`config.mk`:
```
export PLATFORM = sky130hd
export DESIGN_NAME = kftvga_bus_responder_flat
export DESIGN_NICKNAME = d
export VERILOG_FILES = /design/src/rtl/kftvga_bus_responder_if.sv /design/src/rtl/kftvga_bus_responder.sv /design/src/flat_wrapper.sv
export SDC_FILE = /design/constraint.sdc
export NUM_CORES = 1
export LEC_CHECK = 0
export ABC_CLOCK_PERIOD_IN_PS = 3300
export CAP_MARGIN = 10
export CORE_MARGIN = 2
export CORE_UTILIZATION = 51
export CTS_CLUSTER_DIAMETER = 100
export CTS_CLUSTER_SIZE = 28
export DETAILED_ROUTE_END_ITERATION = 6
export GPL_TIMING_DRIVEN = 0
export PLACE_DENSITY = 0.78
export SYNTH_ARGS = -nofsm -noshare
export SYNTH_HDL_FRONTEND = slang
export SYNTH_SLANG_ARGS = --single-unit
```
`constraint.sdc`:
```
create_clock -name clock -period 3.3 [get_ports clock]
set_clock_uncertainty 0.15 [all_clocks]
set_input_delay 0.66 -clock clock [delete_from_list [all_inputs] [get_ports clock]]
set_output_delay 0.66 -clock clock [all_outputs]
set_load 0.03 [all_outputs]
```
`src/rtl/kftvga_bus_responder_if.sv`:
```
// KFTVGA host bus plus synchronous VRAM port, bundled for the bus responder.
// The responder attaches through the slave modport; the host/VRAM side uses master.
interface kftvga_bus_responder_if;
   logic        chip_select_n;
   logic        write_enable_n;
   logic        read_enable_n;
   logic [13:0] address;
   logic [7:0]  data_bus_in;
   logic [7:0]  data_bus_out;
   logic [13:0] vram_address;
   logic [7:0]  vram_write_data;
   logic        vram_write_enable;
   logic        vram_read_enable;
   logic [7:0]  vram_read_data;
   logic        bus_error;

   modport slave (
      input  chip_select_n,
      input  write_enable_n,
      input  read_enable_n,
      input  address,
      input  data_bus_in,
      input  vram_read_data,
      output data_bus_out,
      output vram_address,
      output vram_write_data,
      output vram_write_enable,
      output vram_read_enable,
      output bus_error
   );

   modport master (
      output chip_select_n,
      output write_enable_n,
      output read_enable_n,
      output address,
      output data_bus_in,
      output vram_read_data,
      input  data_bus_out,
      input  vram_address,
      input  vram_write_data,
      input  vram_write_enable,
      input  vram_read_enable,
      input  bus_error
   );
endinterface

```
`src/rtl/kftvga_bus_responder.sv`:
```
// KFTVGA bus responder: turns each completed host strobe into exactly one
// single-cycle VRAM access; out-of-range accesses are dropped and flagged.
module kftvga_bus_responder #(
   parameter int VRAM_SIZE  = 9600,
   parameter int RD_LATENCY = 1
) (
   input  logic                          clock,
   input  logic                          reset,
   kftvga_bus_responder_if.slave         bus
);

   typedef enum logic [2:0] {
      IDLE     = 3'd0,
      WR_HOLD  = 3'd1,
      RD_ISSUE = 3'd2,
      RD_WAIT  = 3'd3,
      RD_HOLD  = 3'd4
   } state_t;

   localparam logic [14:0] VRAM_LIMIT = 15'(VRAM_SIZE);
   localparam logic [3:0]  LAT_LAST   = 4'(RD_LATENCY - 1);

   // Full 14-bit unsigned compare, widened so VRAM_SIZE = 16384 still works.
   function automatic logic in_range(input logic [13:0] addr);
      return ({1'b0, addr} < VRAM_LIMIT);
   endfunction

   state_t      state_r;
   state_t      next_state_s;

   logic        cs_n_r;
   logic        we_n_r;
   logic        re_n_r;
   logic [13:0] addr_r;
   logic [7:0]  din_r;

   logic [13:0] lat_addr_r;
   logic [7:0]  lat_data_r;
   logic        rd_pend_r;
   logic        rd_oor_r;
   logic [3:0]  wait_cnt_r;

   logic [7:0]  data_bus_out_r;
   logic [13:0] vram_address_r;
   logic [7:0]  vram_write_data_r;
   logic        vram_write_enable_r;
   logic        vram_read_enable_r;
   logic        bus_error_r;

   logic        wr_act_s;
   logic        rd_act_s;
   logic        latch_wr_s;
   logic        commit_wr_s;
   logic        issue_rd_s;
   logic [13:0] issue_addr_s;
   logic        capture_s;
   logic        set_pend_s;
   logic        clr_pend_s;

   assign wr_act_s = ~cs_n_r & ~we_n_r;
   assign rd_act_s = ~cs_n_r & ~re_n_r & we_n_r;

   // Input stage: every host signal is registered before decoding.
   always_ff @(posedge clock or posedge reset) begin
      if (reset) begin
         cs_n_r <= 1'b1;
         we_n_r <= 1'b1;
         re_n_r <= 1'b1;
         addr_r <= 14'd0;
         din_r  <= 8'd0;
      end else begin
         cs_n_r <= bus.chip_select_n;
         we_n_r <= bus.write_enable_n;
         re_n_r <= bus.read_enable_n;
         addr_r <= bus.address;
         din_r  <= bus.data_bus_in;
      end
   end

   // State register.
   always_ff @(posedge clock or posedge reset) begin
      if (reset) begin
         state_r <= IDLE;
      end else begin
         state_r <= next_state_s;
      end
   end

   // Next-state and datapath control decode.
   always_comb begin
      next_state_s = state_r;
      latch_wr_s   = 1'b0;
      commit_wr_s  = 1'b0;
      issue_rd_s   = 1'b0;
      issue_addr_s = addr_r;
      capture_s    = 1'b0;
      set_pend_s   = 1'b0;
      clr_pend_s   = 1'b0;
      case (state_r)
         IDLE: begin
            if (wr_act_s) begin
               next_state_s = WR_HOLD;
               latch_wr_s   = 1'b1;
            end else if (rd_act_s) begin
               next_state_s = RD_ISSUE;
               issue_rd_s   = 1'b1;
               issue_addr_s = addr_r;
            end else begin
               next_state_s = IDLE;
            end
         end
         WR_HOLD: begin
            if (wr_act_s) begin
               next_state_s = WR_HOLD;
               latch_wr_s   = 1'b1;
            end else begin
               commit_wr_s = 1'b1;
               // A read arriving with the release waits one clock so the
               // write and read pulses never overlap.
               if (rd_act_s) begin
                  next_state_s = RD_ISSUE;
                  set_pend_s   = 1'b1;
               end else begin
                  next_state_s = IDLE;
               end
            end
         end
         RD_ISSUE: begin
            if (rd_pend_r) begin
               next_state_s = RD_ISSUE;
               issue_rd_s   = 1'b1;
               issue_addr_s = lat_addr_r;
               clr_pend_s   = 1'b1;
            end else begin
               next_state_s = RD_WAIT;
            end
         end
         RD_WAIT: begin
            if (wait_cnt_r == LAT_LAST) begin
               capture_s = 1'b1;
               if (wr_act_s) begin
                  next_state_s = WR_HOLD;
                  latch_wr_s   = 1'b1;
               end else begin
                  next_state_s = RD_HOLD;
               end
            end else begin
               next_state_s = RD_WAIT;
            end
         end
         RD_HOLD: begin
            if (wr_act_s) begin
               next_state_s = WR_HOLD;
               latch_wr_s   = 1'b1;
            end else if (!rd_act_s) begin
               next_state_s = IDLE;
            end else begin
               next_state_s = RD_HOLD;
            end
         end
         default: begin
            next_state_s = IDLE;
         end
      endcase
   end

   // Access latches, pending-read flag and read-latency counter.
   always_ff @(posedge clock or posedge reset) begin
      if (reset) begin
         lat_addr_r <= 14'd0;
         lat_data_r <= 8'd0;
         rd_pend_r  <= 1'b0;
         wait_cnt_r <= 4'd0;
      end else begin
         if (latch_wr_s) begin
            lat_addr_r <= addr_r;
            lat_data_r <= din_r;
         end else if (set_pend_s) begin
            lat_addr_r <= addr_r;
         end else begin
            lat_addr_r <= lat_addr_r;
         end
         if (set_pend_s) begin
            rd_pend_r <= 1'b1;
         end else if (clr_pend_s) begin
            rd_pend_r <= 1'b0;
         end else begin
            rd_pend_r <= rd_pend_r;
         end
         if ((state_r == RD_WAIT) && !capture_s) begin
            wait_cnt_r <= wait_cnt_r + 4'd1;
         end else begin
            wait_cnt_r <= 4'd0;
         end
      end
   end

   // VRAM port, read-data return and sticky error flag.
   always_ff @(posedge clock or posedge reset) begin
      if (reset) begin
         vram_write_enable_r <= 1'b0;
         vram_read_enable_r  <= 1'b0;
         vram_address_r      <= 14'd0;
         vram_write_data_r   <= 8'd0;
         data_bus_out_r      <= 8'd0;
         bus_error_r         <= 1'b0;
         rd_oor_r            <= 1'b0;
      end else begin
         vram_write_enable_r <= 1'b0;
         vram_read_enable_r  <= 1'b0;
         if (commit_wr_s) begin
            if (in_range(lat_addr_r)) begin
               vram_write_enable_r <= 1'b1;
               vram_address_r      <= lat_addr_r;
               vram_write_data_r   <= lat_data_r;
            end else begin
               bus_error_r <= 1'b1;
            end
         end
         if (issue_rd_s) begin
            if (in_range(issue_addr_s)) begin
               vram_read_enable_r <= 1'b1;
               vram_address_r     <= issue_addr_s;
               rd_oor_r           <= 1'b0;
            end else begin
               rd_oor_r    <= 1'b1;
               bus_error_r <= 1'b1;
            end
         end
         if (capture_s) begin
            data_bus_out_r <= rd_oor_r ? 8'h00 : bus.vram_read_data;
         end
      end
   end

   assign bus.data_bus_out      = data_bus_out_r;
   assign bus.vram_address      = vram_address_r;
   assign bus.vram_write_data   = vram_write_data_r;
   assign bus.vram_write_enable = vram_write_enable_r;
   assign bus.vram_read_enable  = vram_read_enable_r;
   assign bus.bus_error         = bus_error_r;

endmodule

```
`src/flat_wrapper.sv`:
```
// flat-port wrapper written by rule: the top's interface ports become plain ports
module kftvga_bus_responder_flat 
#(
   parameter int VRAM_SIZE  = 9600,
   parameter int RD_LATENCY = 1
)
  (clock, reset, bus_chip_select_n, bus_write_enable_n, bus_read_enable_n, bus_address, bus_data_bus_in, bus_vram_read_data, bus_data_bus_out, bus_vram_address, bus_vram_write_data, bus_vram_write_enable, bus_vram_read_enable, bus_bus_error);
  kftvga_bus_responder_if bus_i ();
  input  logic clock;
  input  logic reset;
  input wire logic [$bits(bus_i.chip_select_n)-1:0] bus_chip_select_n;
  input wire logic [$bits(bus_i.write_enable_n)-1:0] bus_write_enable_n;
  input wire logic [$bits(bus_i.read_enable_n)-1:0] bus_read_enable_n;
  input wire logic [$bits(bus_i.address)-1:0] bus_address;
  input wire logic [$bits(bus_i.data_bus_in)-1:0] bus_data_bus_in;
  input wire logic [$bits(bus_i.vram_read_data)-1:0] bus_vram_read_data;
  output wire logic [$bits(bus_i.data_bus_out)-1:0] bus_data_bus_out;
  output wire logic [$bits(bus_i.vram_address)-1:0] bus_vram_address;
  output wire logic [$bits(bus_i.vram_write_data)-1:0] bus_vram_write_data;
  output wire logic [$bits(bus_i.vram_write_enable)-1:0] bus_vram_write_enable;
  output wire logic [$bits(bus_i.vram_read_enable)-1:0] bus_vram_read_enable;
  output wire logic [$bits(bus_i.bus_error)-1:0] bus_bus_error;
  assign bus_i.chip_select_n = bus_chip_select_n;
  assign bus_i.write_enable_n = bus_write_enable_n;
  assign bus_i.read_enable_n = bus_read_enable_n;
  assign bus_i.address = bus_address;
  assign bus_i.data_bus_in = bus_data_bus_in;
  assign bus_i.vram_read_data = bus_vram_read_data;
  assign bus_data_bus_out = bus_i.data_bus_out;
  assign bus_vram_address = bus_i.vram_address;
  assign bus_vram_write_data = bus_i.vram_write_data;
  assign bus_vram_write_enable = bus_i.vram_write_enable;
  assign bus_vram_read_enable = bus_i.vram_read_enable;
  assign bus_bus_error = bus_i.bus_error;
  kftvga_bus_responder #(.VRAM_SIZE(VRAM_SIZE), .RD_LATENCY(RD_LATENCY)) u_core (.clock(clock), .reset(reset), .bus(bus_i));
endmodule
```
# [Yosys cells after proc, flatten, opt, wreduce, memory -nomap -nowiden]
# Cells that the tools add are included.
[classes] n_bitwise=6 n_reduce_logical=9 n_lt_le_gt_ge=2 eq_ne=4 muxes=42 n_addsub=1
[op_table] cell="$mux 14" n=8
[op_table] cell="$lt 14x14->1 const B" n=2
[op_table] cell="$mux 1" n=23
[op_table] cell="$mux 3" n=5
[op_table] cell="$pmux 3 s4" n=1
[op_table] cell="$mux 8" n=1
[op_table] cell="$eq 3x2->1 const B" n=2
[op_table] cell="$add 4x1->4 const B" n=1
[op_table] cell="$logic_not 4->1" n=1
[op_table] cell="$mux 4" n=1
[op_table] cell="$pmux 1 s2" n=2
[op_table] cell="$reduce_bool 2->1" n=2
[op_table] cell="$and 1x1->1" n=3
[op_table] cell="$eq 3x1->1 const B" n=1
[op_table] cell="$eq 3x3->1 const B" n=1
[op_table] cell="$logic_not 3->1" n=1
[op_table] cell="$not 1->1" n=3
[op_table] cell="$reduce_or 3->1" n=1
[op_table] cell="$mux 2" n=1
[op_table] cell="$reduce_and 2->1" n=1
[op_table] cell="$reduce_or 2->1" n=1
[op_table] cell="$logic_and 1x1->1" n=1
[op_table] cell="$logic_not 1->1" n=1
[totals] in_bits=35 out_inout_bits=33 regBits=89

# [Depth between registers and ports, before layout]
[logic_depth] depth_word=8 depth_mapped=8 ltp_nobuf=7

# [Worst setup path after synthesis]
# OpenSTA, ideal clock, no wires.
[synth_timing] path_type="flip-flop to flip-flop" from="register u_core.wait_cnt_r[0]" to="register u_core.lat_addr_r[0]" t_arrival_ns=1.974 required_time_ns=3.025 n_path_buf=2 setup_time_ns=0.125 stages_incl_launch_ff=9 synth_period_minus_slack_ns=2.249 setup_slack_ns=1.051 cell_sequence="dfrtp_1 inv_1 ha_1 or3b_1 clkbuf_1 o311ai_1 o211ai_2 buf_6 mux2_4"
[synth_between] elab_chain_cells=4
[synth_rtl] item="start: declaration" line="kftvga_bus_responder.sv:41" text="logic [3:0] wait_cnt_r;"
[synth_rtl] item="start signal: assignment" line="kftvga_bus_responder.sv:191" text="wait_cnt_r <= wait_cnt_r + 4'd1;"
[synth_rtl] item="$logic_not 4->1 *" line="kftvga_bus_responder.sv:139" text="if (wait_cnt_r == LAT_LAST) begin"
[synth_rtl] item="$mux 1 *" line="kftvga_bus_responder.sv:139"
[synth_rtl] item="$pmux 1 s2 *" line="kftvga_bus_responder.sv:99" text="case (state_r)"
[synth_rtl] item="$mux 14 / $reduce_bool 2->1 (equally long branches)"
[synth_rtl] item="end signal: assignment" line="kftvga_bus_responder.sv:176" text="lat_addr_r <= addr_r;"
[synth_rtl] item="end signal: assignment" line="kftvga_bus_responder.sv:179" text="lat_addr_r <= addr_r;"
[synth_rtl] item="end signal: assignment" line="kftvga_bus_responder.sv:181" text="lat_addr_r <= lat_addr_r;"
[synth_rtl] item="end: declaration" line="kftvga_bus_responder.sv:37" text="logic [13:0] lat_addr_r;"
# Every way passes the cells marked *; elsewhere a longest branch is shown, timed or not.
# A chain may end at the register's enable or synchronous reset.

# [Worst setup path in the final report]
[layout_timing] from="register u_core.wait_cnt_r[0]" to="register u_core.lat_data_r[5]"
[layout_between] elab_chain_cells=3
[layout_rtl] item="$logic_not 4->1" line="kftvga_bus_responder.sv:139"
[layout_rtl] item="$mux 1" line="kftvga_bus_responder.sv:139"
[layout_rtl] item="$pmux 1 s2" line="kftvga_bus_responder.sv:99"
[layout_rtl] item="end signal: assignment" line="kftvga_bus_responder.sv:177" text="lat_data_r <= din_r;"
[layout_rtl] item="end: declaration" line="kftvga_bus_responder.sv:38" text="logic [7:0] lat_data_r;"
# No other way between the ends.

==> results.yml <==
floorplan:
  placementRows: 30
  die_height_um: 87.97
  fp.coreArea_mm2: 0.006794
  start_util: 0.5293
  fp.dieW_um: 87.97
  die_area_mm2: 0.007739
  ioPinCount: 68
global_route:
  grt_use_total: 0.1857
  gr-total-overflow: 0
  antenna_found_initial: 0
  grt_max_degree: 49
  grt_pass1_vias: 2303
  grt_pass1_wl_um: 10890
logic_synthesis:
  async_flop_share: 1.000
  ys_top_cells_by_area: "dfrtp_1, mux2i_1, mux2_2"
  yosys-top-cells-count: "dfrtp_1, mux2i_1, mux2_2, nand2_1"
  synth_top_area_cell: "dfrtp_1"
  synth.area.mux_share: 0.2084
  synth_edf_count: 0
  synth_xor_area_frac: 0.004871
  syn_avg_cell_area_um2: 13.67
  yosys.area_share.simple: 0.08490
  synth_warnings: 0
  synth-compound-area-share: 0.03932
  ys_ff_latch: 89
  synth_top_family_by_area: "multiplexers"
  ys.flop_type: "dfrtp_1"
  synth.distinct_cells: 41
  synth_nets: 300
  syn_inst: 263
  synthAdderAreaFrac: 0.006959
  synth_top_area_frac: 0.5985
  synth.most_common_cell: "dfrtp_1"
  synth_area_mm2: 0.003596
  yosysSeqAreaShare: 0.6204
clock_network:
  cts_root_buf: "clkbuf_8"
  cts_sinks: 89
  cts_resized: 0
  cts-buffers-inserted: 9
  cts_tree: "done"
  path_clk_slew_ns: 0.09
  cts-hold-fix-buffers: 0
  insertion_delay_ns: 0.35
  cts.htree.levels: 3
  cts_setup_buffers: 0
  clock_path_buffers: 2
sta:
  period_share: 0.7543
  rsz0062_at_grt: "no"
  fin_crit_ns: 2.489
  max_freq_ghz: 0.4017
  drv_slew: 0
  finalSetupViolations: 0
  tightestPinTransition_ns: 0.5475
  setup_ws_ns: 0.8107
  max_slew_margin: 0.6323
  finalHoldViolations: 0
  whs_ns: 0.3276
place:
  place_inst: 427
  hpwlAfterDp_um: 4575
  io_buffers: 67
  post-place-ws_ns: 0.8172
  place_congestion: 0.7987
setup_path:
  crit_chain: "inv_1 > ha_1 > or3b_1 > clkbuf_1 > nor2_2 > o21a_1 > buf_2 > mux2_2"
  reg2reg_to: "u_core.lat_data_r[5]$_DFFE_PP0P_"
  crit_type: "register to register"
  startpoint_type: "register"
  cp-end-kind: "register"
  critPathTopFamily: "simple AND/OR/NAND/NOR gates"
  path_buf_inv: 3
  r2r_start: "u_core.wait_cnt_r[0]$_DFF_PP0_"
  crit_slowest_cell: "dfrtp_1"
  required_ns: 3.39
  crit_end: "u_core.lat_data_r[5]$_DFFE_PP0P_"
  cp.arrival_ns: 2.57
  cp.depth: 8
  critical_path.max_fanout: 9
  r2r_setup_slack_ns: 0.81
  crit_start: "u_core.wait_cnt_r[0]$_DFF_PP0_"
  r2r_cells: 8
  crit_path_max_incr_delay_ns: 0.42
drt:
  wl_um: 6510
  vias: 2260
  drt-pass1-iter-count: 4
  wire_per_inst_um: 14.70
  drt_iter0_drc: 94
  routed_via_density: 5.102
  drcViolationCount: 0
  antenna_left: 0
layout:
  areaGrowthSynthToFinish_pct: 28.43
  stdcell_count: 443
  fin_nets: 379
  drive_gt1_frac: 0.1960
  antenna_cells: 0
flow_run:
  maxCapViolCount: 0
power_and_ir_drop:
  pwr_density_cell_mw_per_mm2: 900.0
  p_leak_nw: 2.104
  max-vdd-ir-drop_uv: 547.3
status:
  status: "finished clean"
min_path:
  worstHoldPathType: "register to register"
  worstHoldStart: "u_core.bus.data_bus_out[2]$_DFFE_PP0P_"
## worst register-to-register path: cells and delay by family (launching register included)
kind                     cells  cell delay [ns]
AND/OR/NAND/NOR              2             0.68
buffers and inverters        3             0.46
flip-flops                   1             0.42
multiplexers                 1             0.36
AO/OA/AOI/OAI                1             0.18
adder cells (fa/ha/maj)      1             0.13
## sequential cells by signal, summed over array words and instances (netlist names), 4 cells and up
signal                      count
u_core.bus.vram_write_data      8
u_core.din_r                    8
u_core.wait_cnt_r               4
u_core.lat_data_r               8
u_core.bus.data_bus_out         8
u_core.bus.vram_address        14
u_core.lat_addr_r              14
u_core.addr_r                  14
## worst min path at each step
stage | slack (ns) | end | cells past startpoint
floorplan | 0.30 | u_core.wait_cnt_r[0]$_DFF_PP0_ | 1
global placement | 0.30 | u_core.bus.data_bus_out[1]$_DFFE_PP0P_ | 2
detailed placement | 0.31 | u_core.bus.data_bus_out[2]$_DFFE_PP0P_ | 2
CTS | 0.33 | u_core.bus.data_bus_out[2]$_DFFE_PP0P_ | 2
global route | 0.35 | u_core.lat_data_r[6]$_DFFE_PP0P_ | 1
finish | 0.33 | u_core.bus.data_bus_out[2]$_DFFE_PP0P_ | 2
## stage by stage
stage / setup TNS [ns] / total power [W] / util / area (µm²)
after floorplan: 0 / 0.002812 / - / 3596
after global placement: -94.79 / 0.003373 / 0.6457 / 4387
final: 0 / 0.004156 / 0.6797 / 4618
after CTS: 0 / 0.004203 / 0.6797 / 4618
after global routing: 0 / 0.004419 / 0.6797 / 4618
after detailed placement: 0 / 0.003451 / 0.6501 / 4417
## layer usage
layer | global-route usage | routed length (µm)
met5 | 0 | 0
met4 | 0.07133 | 112
met3 | 0.03676 | 328
met2 | 0.2975 | 3130
met1 | 0.2520 | 2937
## layout by cell type (no fill, tap or decap), types with 5 or more instances in the layout
cell / netlist / routed
a21oi_1: 6 / 6
buf_6: 5 / 5
clkbuf_8: 0 / 9
clkdlybuf4s50_1: 0 / 67
dfrtp_1: 86 / 86
inv_1: 7 / 6
mux2_2: 27 / 27
mux2i_1: 40 / 40
nand2_1: 25 / 25
nand3b_1: 8 / 8
nor2_1: 7 / 7
o21ai_0: 8 / 8
## report_power, final
group	internal [W]	switching, W
logic	0.000820	0.000887
clock network	0.000356	0.000390
registers	0.00146	0.000244
total	0.00264	0.00152
## layout make-up
| class | count | area, µm² |
|---|---|---|
| Buffer | 11 | 85.08 |
| Clock buffer | 9 | 123.9 |
| Clock inverter | 7 | 77.57 |
| Fill cell | 532 | 2176 |
| Inverter | 10 | 43.79 |
| Multi-Input combinational cell | 153 | 1239 |
| Sequential cell | 89 | 2231 |
| Tap cell | 96 | 120.1 |
| Timing Repair Buffer | 68 | 698.2 |
## cells by family after synthesis
family / after synthesis
xor gates and xnor gates: 2
adders and majority gates: 2
and+or+nand+nor: 56
AOI/OAI and AO/OA: 23
DFF: 89
buffers and inverters: 21
muxes: 70
Power figures use the tool's default switching activity.
